<file path="src/rtl/spi_stream_buffer.sv">
// spi_stream_buffer: SPI mode-0 secondary that deserialises WORD_W-bit words
// into a DEPTH-entry FIFO, drained to a parallel port by a watermark-hysteresis
// engine at a programmable pace (one pop every out_div+1 cycles).
// Optional feature: define SPI_STATUS_EN to shift a status word out on miso
// ({overflow, draining, fill_level}); otherwise miso is tied low.
module spi_stream_buffer #(
  parameter int WORD_W  = 8,
  parameter int DEPTH   = 16,
  parameter int HIGH_WM = 16,
  parameter int LOW_WM  = 0,
  parameter int DIV_W   = 16
) (
  input  logic                     clk,
  input  logic                     rst,
  input  logic                     sck,
  input  logic                     cs_n,
  input  logic                     mosi,
  output logic                     miso,
  input  logic [DIV_W-1:0]         out_div,
  output logic [WORD_W-1:0]        out_data,
  output logic                     out_strobe,
  output logic [$clog2(DEPTH):0]   fill_level,
  output logic                     draining,
  output logic                     overflow
);

  localparam int AW = $clog2(DEPTH);
  localparam int FW = AW + 1;
  localparam int CW = $clog2(WORD_W + 1);
`ifdef SPI_STATUS_EN
  localparam int CS_SYNC_N = 3;
`else
  localparam int CS_SYNC_N = 2;
`endif

  typedef enum logic {IDLE = 1'b0, DRAIN = 1'b1} state_t;

  logic [2:0]           sck_sync_r;
  logic [CS_SYNC_N-1:0] cs_sync_r;
  logic [1:0]           mosi_sync_r;
  logic                 sck_rise_s;
  logic                 cs_low_s;

  logic [CW-1:0]        bit_cnt_r;
  logic [WORD_W-2:0]    shift_r;
  logic [WORD_W-1:0]    rx_word_s;
  logic                 wr_req_s;

  logic [WORD_W-1:0]    mem_r [DEPTH];
  logic [AW-1:0]        wptr_r, rptr_r;
  logic [FW-1:0]        count_r, count_nxt_s;
  logic                 pop_s, wr_ok_s;

  state_t               state_r, state_nxt_s;
  logic [DIV_W-1:0]     div_cnt_r, div_cnt_nxt_s;
  logic [DIV_W-1:0]     div_lim_r, div_lim_nxt_s;
  logic [WORD_W-1:0]    out_data_r;
  logic                 out_strobe_r;
  logic                 overflow_r;

  assign sck_rise_s = sck_sync_r[1] & ~sck_sync_r[2];
  assign cs_low_s   = ~cs_sync_r[1];

  // Two-flop synchronisers for the asynchronous SPI pins plus one history stage for edge detection.
  always_ff @(posedge clk) begin
    if (rst) begin
      sck_sync_r  <= 3'b000;
      cs_sync_r   <= {CS_SYNC_N{1'b1}};
      mosi_sync_r <= 2'b00;
    end else begin
      sck_sync_r  <= {sck_sync_r[1:0], sck};
      cs_sync_r   <= {cs_sync_r[CS_SYNC_N-2:0], cs_n};
      mosi_sync_r <= {mosi_sync_r[0], mosi};
    end
  end

  // Assembled word and write request: the request fires in the cycle the last bit is shifted.
  always_comb begin
    rx_word_s = {shift_r, mosi_sync_r[1]};
    wr_req_s  = cs_low_s && sck_rise_s && (bit_cnt_r == CW'(WORD_W - 1));
  end

  // MSB-first receive shifter; chip select high discards any partial word.
  always_ff @(posedge clk) begin
    if (rst) begin
      bit_cnt_r <= {CW{1'b0}};
      shift_r   <= {(WORD_W-1){1'b0}};
    end else if (!cs_low_s) begin
      bit_cnt_r <= {CW{1'b0}};
    end else if (sck_rise_s) begin
      shift_r   <= rx_word_s[WORD_W-2:0];
      bit_cnt_r <= wr_req_s ? {CW{1'b0}} : bit_cnt_r + CW'(1);
    end
  end

  // Pop/accept decisions; a pop in the same cycle frees a slot for a write into a full FIFO.
  always_comb begin
    pop_s   = (state_r == DRAIN) && (count_r != {FW{1'b0}}) && (div_cnt_r == div_lim_r);
    wr_ok_s = wr_req_s && ((count_r != FW'(DEPTH)) || pop_s);
    count_nxt_s = count_r;
    if (wr_ok_s && !pop_s) begin
      count_nxt_s = count_r + FW'(1);
    end else if (pop_s && !wr_ok_s) begin
      count_nxt_s = count_r - FW'(1);
    end else begin
      count_nxt_s = count_r;
    end
  end

  // Drain state and pacing divider; the limit is sampled from out_div only at reload points.
  always_comb begin
    state_nxt_s   = state_r;
    div_cnt_nxt_s = div_cnt_r;
    div_lim_nxt_s = div_lim_r;
    case (state_r)
      IDLE: begin
        div_cnt_nxt_s = {DIV_W{1'b0}};
        div_lim_nxt_s = out_div;
        if (count_r >= FW'(HIGH_WM)) begin
          state_nxt_s = DRAIN;
        end else begin
          state_nxt_s = IDLE;
        end
      end
      DRAIN: begin
        if (pop_s) begin
          div_cnt_nxt_s = {DIV_W{1'b0}};
          div_lim_nxt_s = out_div;
        end else if (count_r != {FW{1'b0}}) begin
          div_cnt_nxt_s = div_cnt_r + DIV_W'(1);
        end else begin
          div_cnt_nxt_s = div_cnt_r;
        end
        if (count_nxt_s <= FW'(LOW_WM)) begin
          state_nxt_s = IDLE;
        end else begin
          state_nxt_s = DRAIN;
        end
      end
      default: begin
        state_nxt_s   = IDLE;
        div_cnt_nxt_s = {DIV_W{1'b0}};
        div_lim_nxt_s = out_div;
      end
    endcase
  end

  // FIFO storage; contents are not reset, validity is tracked by the pointers.
  always_ff @(posedge clk) begin
    if (wr_ok_s) begin
      mem_r[wptr_r] <= rx_word_s;
    end
  end

  // Pointers, occupancy, drain state, registered output word/strobe and sticky overflow.
  always_ff @(posedge clk) begin
    if (rst) begin
      wptr_r       <= {AW{1'b0}};
      rptr_r       <= {AW{1'b0}};
      count_r      <= {FW{1'b0}};
      state_r      <= IDLE;
      div_cnt_r    <= {DIV_W{1'b0}};
      div_lim_r    <= {DIV_W{1'b0}};
      out_data_r   <= {WORD_W{1'b0}};
      out_strobe_r <= 1'b0;
      overflow_r   <= 1'b0;
    end else begin
      if (wr_ok_s) wptr_r <= wptr_r + AW'(1);
      if (pop_s) begin
        rptr_r     <= rptr_r + AW'(1);
        out_data_r <= mem_r[rptr_r];
      end
      count_r      <= count_nxt_s;
      state_r      <= state_nxt_s;
      div_cnt_r    <= div_cnt_nxt_s;
      div_lim_r    <= div_lim_nxt_s;
      out_strobe_r <= pop_s;
      overflow_r   <= overflow_r | (wr_req_s & ~wr_ok_s);
    end
  end

  assign out_data   = out_data_r;
  assign out_strobe = out_strobe_r;
  assign fill_level = count_r;
  assign draining   = (state_r == DRAIN);
  assign overflow   = overflow_r;

`ifdef SPI_STATUS_EN
  logic                 sck_fall_s;
  logic                 cs_fall_s;
  logic [WORD_W-3:0]    lvl_s;
  logic [WORD_W-1:0]    tx_r, tx_nxt_s;
  logic                 miso_r;

  assign sck_fall_s = ~sck_sync_r[1] & sck_sync_r[2];
  assign cs_fall_s  = ~cs_sync_r[1] & cs_sync_r[2];
  assign lvl_s      = (WORD_W-2)'(count_r);

  // Status shifter: snapshot on select, then shift out MSB first on each sck fall.
  always_comb begin
    if (cs_fall_s) begin
      tx_nxt_s = {overflow_r, (state_r == DRAIN), lvl_s};
    end else if (cs_low_s && sck_fall_s) begin
      tx_nxt_s = {tx_r[WORD_W-2:0], 1'b0};
    end else begin
      tx_nxt_s = tx_r;
    end
  end

  // Registered miso, held low while deselected.
  always_ff @(posedge clk) begin
    if (rst) begin
      tx_r   <= {WORD_W{1'b0}};
      miso_r <= 1'b0;
    end else begin
      tx_r   <= tx_nxt_s;
      miso_r <= cs_low_s ? tx_nxt_s[WORD_W-1] : 1'b0;
    end
  end

  assign miso = miso_r;
`else
  assign miso = 1'b0;
`endif

endmodule

</file>
<file path="config.mk">
export PLATFORM = sky130hd
export DESIGN_NAME = spi_stream_buffer
export DESIGN_NICKNAME = d
export VERILOG_FILES = /design/src/rtl/spi_stream_buffer.sv
export SDC_FILE = /design/constraint.sdc
export NUM_CORES = 1
export LEC_CHECK = 0
export ABC_AREA = 1
export CORE_MARGIN = 2
export CORE_UTILIZATION = 55
export CTS_CLUSTER_DIAMETER = 60
export CTS_CLUSTER_SIZE = 10
export DETAILED_ROUTE_END_ITERATION = 10
export PLACE_DENSITY_LB_ADDON = 0.12
export SKIP_LAST_GASP = 1
export SYNTH_ARGS = -nofsm -noshare
export SYNTH_HDL_FRONTEND = slang
export SYNTH_SLANG_ARGS = --single-unit
</file>
<file path="constraint.sdc">
create_clock -name clk -period 2.7 [get_ports clk]
set_clock_uncertainty 0.15 [all_clocks]
set_input_delay 0.27 -clock clk [delete_from_list [all_inputs] [get_ports clk]]
set_output_delay 0.27 -clock clk [all_outputs]
set_load 0.05 [all_outputs]
</file>
==> flow_summary.toml <==
[sta]
worst_slew_pin_slew_ps = 990
rsz0062_at_grt = "yes"
slew_violations = 0
hold_viol = 0
fmax_mhz = 395
slew_headroom_pct = 33.9
period_share_pct = 93.7
setup_viol = 0
period_needed_ps = 2530
setup_tns_ps = 0

[floorplan]
core_mm2 = 0.0152
die_area_mm2 = 0.0165
rows = 45
initial_core_util_pct = 56.2
fp.dieW_um = 129
fp.dieH_um = 129
io_pins = 38

[final_layout]
register_area_mm2 = 0.00533
final_nets = 937
final_cells = 1110
diodes = 0
multi_input_area_mm2 = 0.00281
fillCellCount = 1233
area_growth_pct = 15.7
layout-drive-gt1-share_pct = 9.98

[global_routing]
grt_pass1_wl_mm = 31.9
grt_start_max_net_pins = 36
grt_usage_pct = 24.9
grt-ovfl-total = 0
grt_antenna_before_repair = 0
grt_pass1_vias = 6005

[clock_tree]
insertion_delay_ps = 500
cts_max_level = 1
cts_sinks = 202
clockBufferDepth = 3
postCtsSetupRepairBufs = 0
cts_buffers = 24
cts_hold_buf = 0
clk_root_buffer_cell = "clkbuf_16"
cts_tree = "done"
path_clk_slew_ps = 50

[run_status]
status = "finished, final reports clean"

[logic_synthesis]
synthSimpleGateAreaFrac_pct = 16.9
ys_ff_latch = 202
yosysMostFrequentCell = "nor2_1"
netlist_top_cells_count = "nor2_1 (138), edfxtp_1 (128), nand2_1 (117), o21ai_0 (100), dfxtp_1 (74)"
yosysUniqueCellTypes = 42
synth_nets = 888
synth-xor-area-share_pct = 1.13
synth.cell_area_mm2 = 0.00854
syn_area_per_cell_um2 = 9.96
netlist_instances = 857
synth-compound-area-share_pct = 13.2
seq_area_frac_synth_pct = 62.4
synth_fa_ha_area_share_pct = 1.47
yosys_warnings = 0
synth_edf_count = 128
synth_flop_cell = "edfxtp_1"
synth.area.top_cells = "edfxtp_1 (45%), dfxtp_1 (17%), nor2_1 (6.1%)"
synthMuxAreaShare_pct = 0
synth_top_family_by_area = "simple AND/OR/NAND/NOR gates"
yosysTopAreaCell = "edfxtp_1"
netlist.area_leader.share_pct = 45.0
async_reset_ff_share_pct = 0

[worst_hold_path]
hp-start = "mosi"
holdPathStages = 3
min_path_type = "in -> reg"
min_to = "mosi_sync_r[0]$_SDFF_PP0_"

[detailed_routing]
met3_length_mm = 1.64
firstDrtPassIters = 6
ant_nets = 0
finalWirelength_mm = 20.2
drc_errors = 0
top_layer = "met4"
vias = 6415
vias_per_cell = 5.78
wl_per_cell_um = 18.2
met1_length_mm = 9.31
wl_met2_mm = 8.87
drt_first_iter_violations = 583

[setup_path]
startpoint_type = "register"
crit_required_ps = 2750
reg2reg_slack_ps = 170
crit_type = "reg -> reg"
end_kind = "register"
path_max_fanout = 9
rr_endpoint = "mem_r[13][4]$_DFFE_PP_"
ff2ff_path_depth = 12
arrival_ps = 2580
reg2reg_from = "fill_level[0]$_SDFF_PP0_"

[place]
port_buffers = 36
dp.cells = 1068
dp_hpwl_mm = 13.3
place.gp.congestion = 0.910

[pwr]
p_int_w = 0.00503
p_sw_w = 0.00123
p_seq_share_pct = 52.4
pwr-share-comb_pct = 2.0
pwr-share-clk_pct = 45.6
vdd_drop_max_mv = 0.502
p_per_area_mw_per_mm2 = 634
leakage_nw = 3.51
sw_frac_of_total_pct = 19.6

[job]
max_cap_viol_count = 0
[cells in the final DEF, fill, tap and decap left out, types with 6 or more instances in the layout]
| cell | count |
|---|---|
| buf_4 | 25 |
| dfxtp_1 | 71 |
| a31oi_1 | 8 |
| nor2_1 | 135 |
| nand2_1 | 117 |
| o22ai_1 | 10 |
| inv_2 | 14 |
| xor2_1 | 6 |
| o221ai_1 | 22 |
| nor2_4 | 6 |
| o211ai_1 | 10 |
| a21oi_1 | 38 |
| o21ai_0 | 100 |
| clkbuf_16 | 25 |
| clkbuf_1 | 16 |
| ha_1 | 10 |
| nand3_1 | 36 |
| nand4_1 | 8 |
| nor3_1 | 6 |
| inv_1 | 55 |
| edfxtp_1 | 128 |
| clkdlybuf4s50_1 | 36 |
[flip-flops by register name (all words and copies together), names as in the netlist, 3 cells and up]
| signal | count |
|---|---|
| mem_r | 128 |
| sck_sync_r | 3 |
| shift_r | 7 |
| fill_level | 5 |
| rptr_r | 4 |
| div_lim_r | 16 |
| wptr_r | 4 |
| bit_cnt_r | 4 |
| div_cnt_r | 16 |
| out_data | 8 |
[through the flow]
step / hold slack, ps / instance area, µm² / utilization [%] / power, W / setup slack (ps)
2_1_floorplan: 224 / 8550 / - / 0.00342 / -22.8
3_3_place_gp: 246 / 9170 / 60.3 / 0.00347 / 252
5_1_grt: 161 / 9880 / 65.0 / 0.00646 / -3.52
6_report: 147 / 9880 / 65.0 / 0.00626 / 170
3_5_place_dp: 252 / 9170 / 60.3 / 0.00347 / 156
4_1_cts: 134 / 9870 / 64.9 / 0.00631 / 153
[timing repair]
action / CTS / global route
setup endpoints to repair: 0 / 16
endpoints found under the hold margin: 0 / 0
resized for setup: 0 / 2
[worst max path at each step]
stage	to	slack, ps	from
2_1_floorplan	mem_r[3][0]$_DFFE_PP_	-20	fill_level[2]$_SDFF_PP0_
3_3_place_gp	mem_r[9][3]$_DFFE_PP_	250	fill_level[0]$_SDFF_PP0_
3_5_place_dp	mem_r[9][3]$_DFFE_PP_	160	fill_level[0]$_SDFF_PP0_
4_1_cts	mem_r[9][2]$_DFFE_PP_	150	fill_level[0]$_SDFF_PP0_
5_1_grt	mem_r[13][0]$_DFFE_PP_	-4	fill_level[0]$_SDFF_PP0_
6_report	mem_r[13][4]$_DFFE_PP_	170	fill_level[0]$_SDFF_PP0_
[area by class of cell]
type,count,share of cell area (%)
clock buffers,41,6.94
clock inverters,1,0.0887
inverters,70,2.66
multi-input cells,547,28.4
flip-flops and latches,202,53.9
well taps,188,2.38
repair buffers,61,5.55
[worst max-delay path: stages (launching register included)]
cell	delay [ps]
dfxtp_2	360
inv_1	90
ha_1	250
nand3_4	150
nand3_2	90
nor2_2	220
nand3_4	90
nand2_1	90
nand2_2	100
inv_2	110
nand2_1	190
nor2_1	160
buf_4	200
[metal layers]
metal / GRT usage, % / up-vias
li1: - / 3070
met1: 37.9 / 3051
met2: 37.2 / 260
met3: 4.82 / 34
met4: 5.88 / 0
met5: 0 / -
[cells by family after synthesis]
family                     count (synthesis)
other                                      1
adders and majority gates                 10
buffers and inverters                    108
DFF                                      202
xor gates and xnor gates                  11
AOI/OAI and AO/OA                        196
and+or+nand+nor                          329
[power groups by stage]
| stage | Clock [W] | Sequential [W] | Combinational, W |
|---|---|---|---|
| 3_3_place_gp | 0 | 0.00335 | 0.000122 |
| 2_1_floorplan | 0 | 0.00334 | 0.0000758 |
| 5_1_grt | 0.00304 | 0.00328 | 0.000140 |
| 3_5_place_dp | 0 | 0.00335 | 0.000125 |
| 4_1_cts | 0.00290 | 0.00328 | 0.000126 |
| 6_report | 0.00285 | 0.00328 | 0.000127 |
No activity file was read; power rests on OpenSTA's default activity.
==> variant 1 (same flow settings) <==
Change the parameter `DIV_W` from 16 to 18.
--- a/src/rtl/spi_stream_buffer.sv
+++ b/src/rtl/spi_stream_buffer.sv
@@ -8,7 +8,7 @@
   parameter int DEPTH   = 16,
   parameter int HIGH_WM = 16,
   parameter int LOW_WM  = 0,
-  parameter int DIV_W   = 16
+  parameter int DIV_W   = 18
 ) (
   input  logic                     clk,
   input  logic                     rst,
Interface: changed (resized out_div); port bits go from 38 to 40. The function was not compared with the original's and may differ.
==> variant 1 against the original RTL <==
- fmax up 3.7%
- sequential cell count up 4
- die area is 3.4% higher
- wire length increased by 4.4%
- total power is 0.64% higher
- count of clock-buffer cells in the layout shrank 2
- worst hold slack worse by 0.018 ns
- combinational power increased by 9%
- design area rose by 3.0%
- setup slack improved by 0.090 ns
- global-route usage rose by 0.76 points
- synthesized area increased by 3.5%
- largest cell class unchanged
- largest power group unchanged
==> variant 1: results (changes against the original RTL) <==
p_sw_mw: 1.26  # was 1.23 mW
crit_fanout: 8  # was 9
synth_cell_types: 41  # was 42
synth_compound_area_frac: 0.138  # was 0.132
syn-num-nets: 936  # was 888
multi_input_area_um2: 2980  # was 2810 um2
synth-seq-area-share: 0.612  # was 0.624
dp.cells: 1137  # was 1068
fin_util: 0.645  # was 0.650
inv_count: 72  # was 70
grt_pass1_wl_um: 33600  # was 31900 um
status: "finished, final reports clean"  # unchanged
hpwlAfterDp_um: 14100  # was 13300 um
final_cells: 1178  # was 1110
synth_cells: 903  # was 857
num-multi-input-gates: 580  # was 547
grt_pass1_vias: 6546  # was 6005
buffers_excl_clock: 63  # was 61
swShare: 0.200  # was 0.196
fin_nets: 980  # was 937
groute.usage.overall: 0.256  # was 0.249
gp_congestion: 0.987  # was 0.910
final_layout_size_suffix_gt1_frac: 0.0832  # was 0.0998
clk_share: 0.0667  # was 0.0703
grt_use_met2: 0.447  # was 0.372
max_slew_margin: 0.339  # about the same
sh_seq_area: 0.532  # was 0.539
synthTopCellsByCount: "nor2_1 (142), nand2_1 (138), edfxtp_1 (128), o21ai_0 (80), dfxtp_1 (78)"  # was nor2_1 (138), edfxtp_1 (128), nand2_1 (117), o21ai_0 (100), dfxtp_1 (74)
crit_arrival_ns: 2.50  # was 2.58 ns
drt_pass1_iterations: 5  # was 6
route.vias.total: 6677  # was 6415
ir_drop_mv: 0.497  # was 0.502 mV
grtUsageMet1: 0.323  # was 0.379
drtIter0Drc: 553  # was 583
grt_max_degree: 67  # was 36
p_seq_frac: 0.531  # was 0.524
## variant 1: cell types whose count changed in the layout (fill, tap and decap cells not counted), sizes merged, moves of 4 or more
cell / unedited run / this run
o21ai: 103 / 81
nand2: 122 / 142
a311oi: 0 / 17
nand3: 39 / 44
dfxtp: 74 / 78
nor2: 146 / 150
## variant 1: worst paths after layout
path         slack (ns)  cells after the start                        end
max reg2reg        0.26                     12      mem_r[1][6]$_DFFE_PP_
min                0.13                      3  mosi_sync_r[0]$_SDFF_PP0_
min reg2reg        0.25                      2   sck_sync_r[1]$_SDFF_PP0_
max                0.26                     12      mem_r[1][6]$_DFFE_PP_
## variant 1: critical path: stages (launching register included)
cell	delay [ns]
dfxtp_2	0.37
inv_1	0.09
ha_1	0.23
nand3_2	0.09
inv_1	0.07
nor2_1	0.23
nand3_4	0.10
nand2_1	0.10
nand2_2	0.10
inv_2	0.11
nand2_1	0.19
nor2_1	0.14
buf_4	0.18
==> variant 2 (same settings) <==
Made on the original files. Register the output `draining`, with the module's reset; this adds one clock of latency there. The other outputs are not delayed to match.
--- a/src/rtl/spi_stream_buffer.sv
+++ b/src/rtl/spi_stream_buffer.sv
@@ -182,7 +182,13 @@
   assign out_data   = out_data_r;
   assign out_strobe = out_strobe_r;
   assign fill_level = count_r;
-  assign draining   = (state_r == DRAIN);
+  always_ff @(posedge clk) begin
+    if (rst) begin
+      draining <= '0;
+    end else begin
+      draining <= (state_r == DRAIN);
+    end
+  end
   assign overflow   = overflow_r;
 
 `ifdef SPI_STATUS_EN
Formal check against the unedited RTL: no difference found for any inputs over 10 cycles, from zero or initial values and one cycle with rst high; that may be too few to reach the edited logic, so the function may still have changed.
==> variant 2 against the original RTL <==
- setup slack better by 0.033 ns
- via count down 1.9%
- fmax is 1.3% higher
- utilization grew 0.20 points
- critical path depth unchanged
- design area rose by 0.30%
- non-clock buffer count rose by 1
- synthesized area is 0.29% higher
- total power up 0.20%
- wire length fell by 1.6%
- sequential cell count grew 1
- die area rose by 0.28%
- critical endpoint is now mem_r[2][3]$_DFFE_PP_
- largest power group unchanged
- highest routed layer unchanged
==> variant 2: results (changes against the original RTL) <==
status: "finished, final reports clean"  # unchanged
inv_count: 73  # was 70
die_w_um: 129  # about the same
max_slew_margin: 0.314  # was 0.339
wl_met1_um: 8630  # was 9310 um
dr_wl_met3_um: 1170  # was 1640 um
root_buffer: "clkbuf_16"  # unchanged
grtUsageMet1: 0.335  # was 0.379
post_cts_buffers: 0  # unchanged
via_per_inst: 5.66  # was 5.78
design_area_um2: 9910  # was 9880 um2
synth_edf_count: 128  # unchanged
dp_slack_ns: 0.178  # was 0.156 ns
pg_comb_mw: 0.119  # was 0.127 mW
final_layout_size_suffix_gt1_frac: 0.0986  # was 0.0998
clk_share: 0.0705  # was 0.0703
area.sequential_um2: 5350  # was 5330 um2
swShare: 0.194  # was 0.196
grt_use_met2: 0.413  # was 0.372
gp_congestion: 0.901  # was 0.910
synth-seq-area-share: 0.624  # about the same
n_antenna_cell: 0  # unchanged
initial_core_util: 0.563  # was 0.562
groute.usage.overall: 0.247  # was 0.249
synthTopCellsByCount: "nor2_1 (133), edfxtp_1 (128), nand2_1 (112), o21ai_0 (95), dfxtp_1 (75)"  # was nor2_1 (138), edfxtp_1 (128), nand2_1 (117), o21ai_0 (100), dfxtp_1 (74)
synth.top_cells.by_area: "edfxtp_1 (45%), dfxtp_1 (18%), nor2_1 (5.8%), o21ai_0 (5.6%), nand2_1 (4.9%)"  # was edfxtp_1 (45%), dfxtp_1 (17%), nor2_1 (6.1%), o21ai_0 (5.9%), nand2_1 (5.1%)
power_density_nw_per_um2: 633  # was 634 nW/um2
synth_cells: 855  # was 857
multi_input_area_um2: 2800  # was 2810 um2
synth_compound_area_frac: 0.130  # was 0.132
synth-seq-cells: 203  # was 202
syn-num-nets: 886  # was 888
grt_pass1_wl_um: 31600  # was 31900 um
ir_drop_mv: 0.403  # was 0.502 mV
placedInstanceArea_um2: 9210  # was 9170 um2
hpwlAfterDp_um: 13400  # was 13300 um
yosysWarnings: 0  # unchanged
drt_pass1_iterations: 5  # was 6
wl_met2_um: 9690  # was 8870 um
leakage_nw: 3.51  # about the same
drtIter0Drc: 624  # was 583
cts_buffers: 24  # unchanged
nClkBuffers: 42  # was 41
synthAdderAreaFrac: 0.0146  # was 0.0147
synth_top_family_by_area: "simple AND/OR/NAND/NOR gates"  # unchanged
buf_share: 0.0561  # was 0.0555
synth-xor-area-share: 0.00409  # was 0.0113
route.vias.total: 6290  # was 6415
grtUsageMet3: 0.0403  # was 0.0482
fillers: 1213  # was 1233
num-multi-input-gates: 542  # was 547
routed_wl_um: 19800  # was 20200 um
synth_cell_types: 39  # was 42
crit_arrival_ns: 2.55  # was 2.58 ns
grt_pass1_vias: 6102  # was 6005
buffers_excl_clock: 62  # was 61
-- variant 2: changes by cell type in the layout (fill, tap and decap cells not counted), moves of 3 or more --
cell	delta
o21ai_0	-5
nand2_1	-6
xor2_1	-3
inv_2	-6
inv_1	+8
nor3_1	+8
a21oi_1	+6
xnor2_1	-4
-- variant 2: final timing paths --
path | slack, ns | end | start | depth (start not counted)
setup / recovery | 0.20 | mem_r[2][3]$_DFFE_PP_ | fill_level[0]$_SDFF_PP0_ | 12
hold reg to reg | 0.25 | sck_sync_r[1]$_SDFF_PP0_ | sck_sync_r[0]$_SDFF_PP0_ | 2
hold / removal | 0.14 | sck_sync_r[0]$_SDFF_PP0_ | sck | 3
setup reg to reg | 0.20 | mem_r[2][3]$_DFFE_PP_ | fill_level[0]$_SDFF_PP0_ | 12
-- variant 2: tightest hold or removal path: stages --
cell	delay [ns]
clkdlybuf4s50_1	0.39
inv_1	0.05
nor2_1	0.03
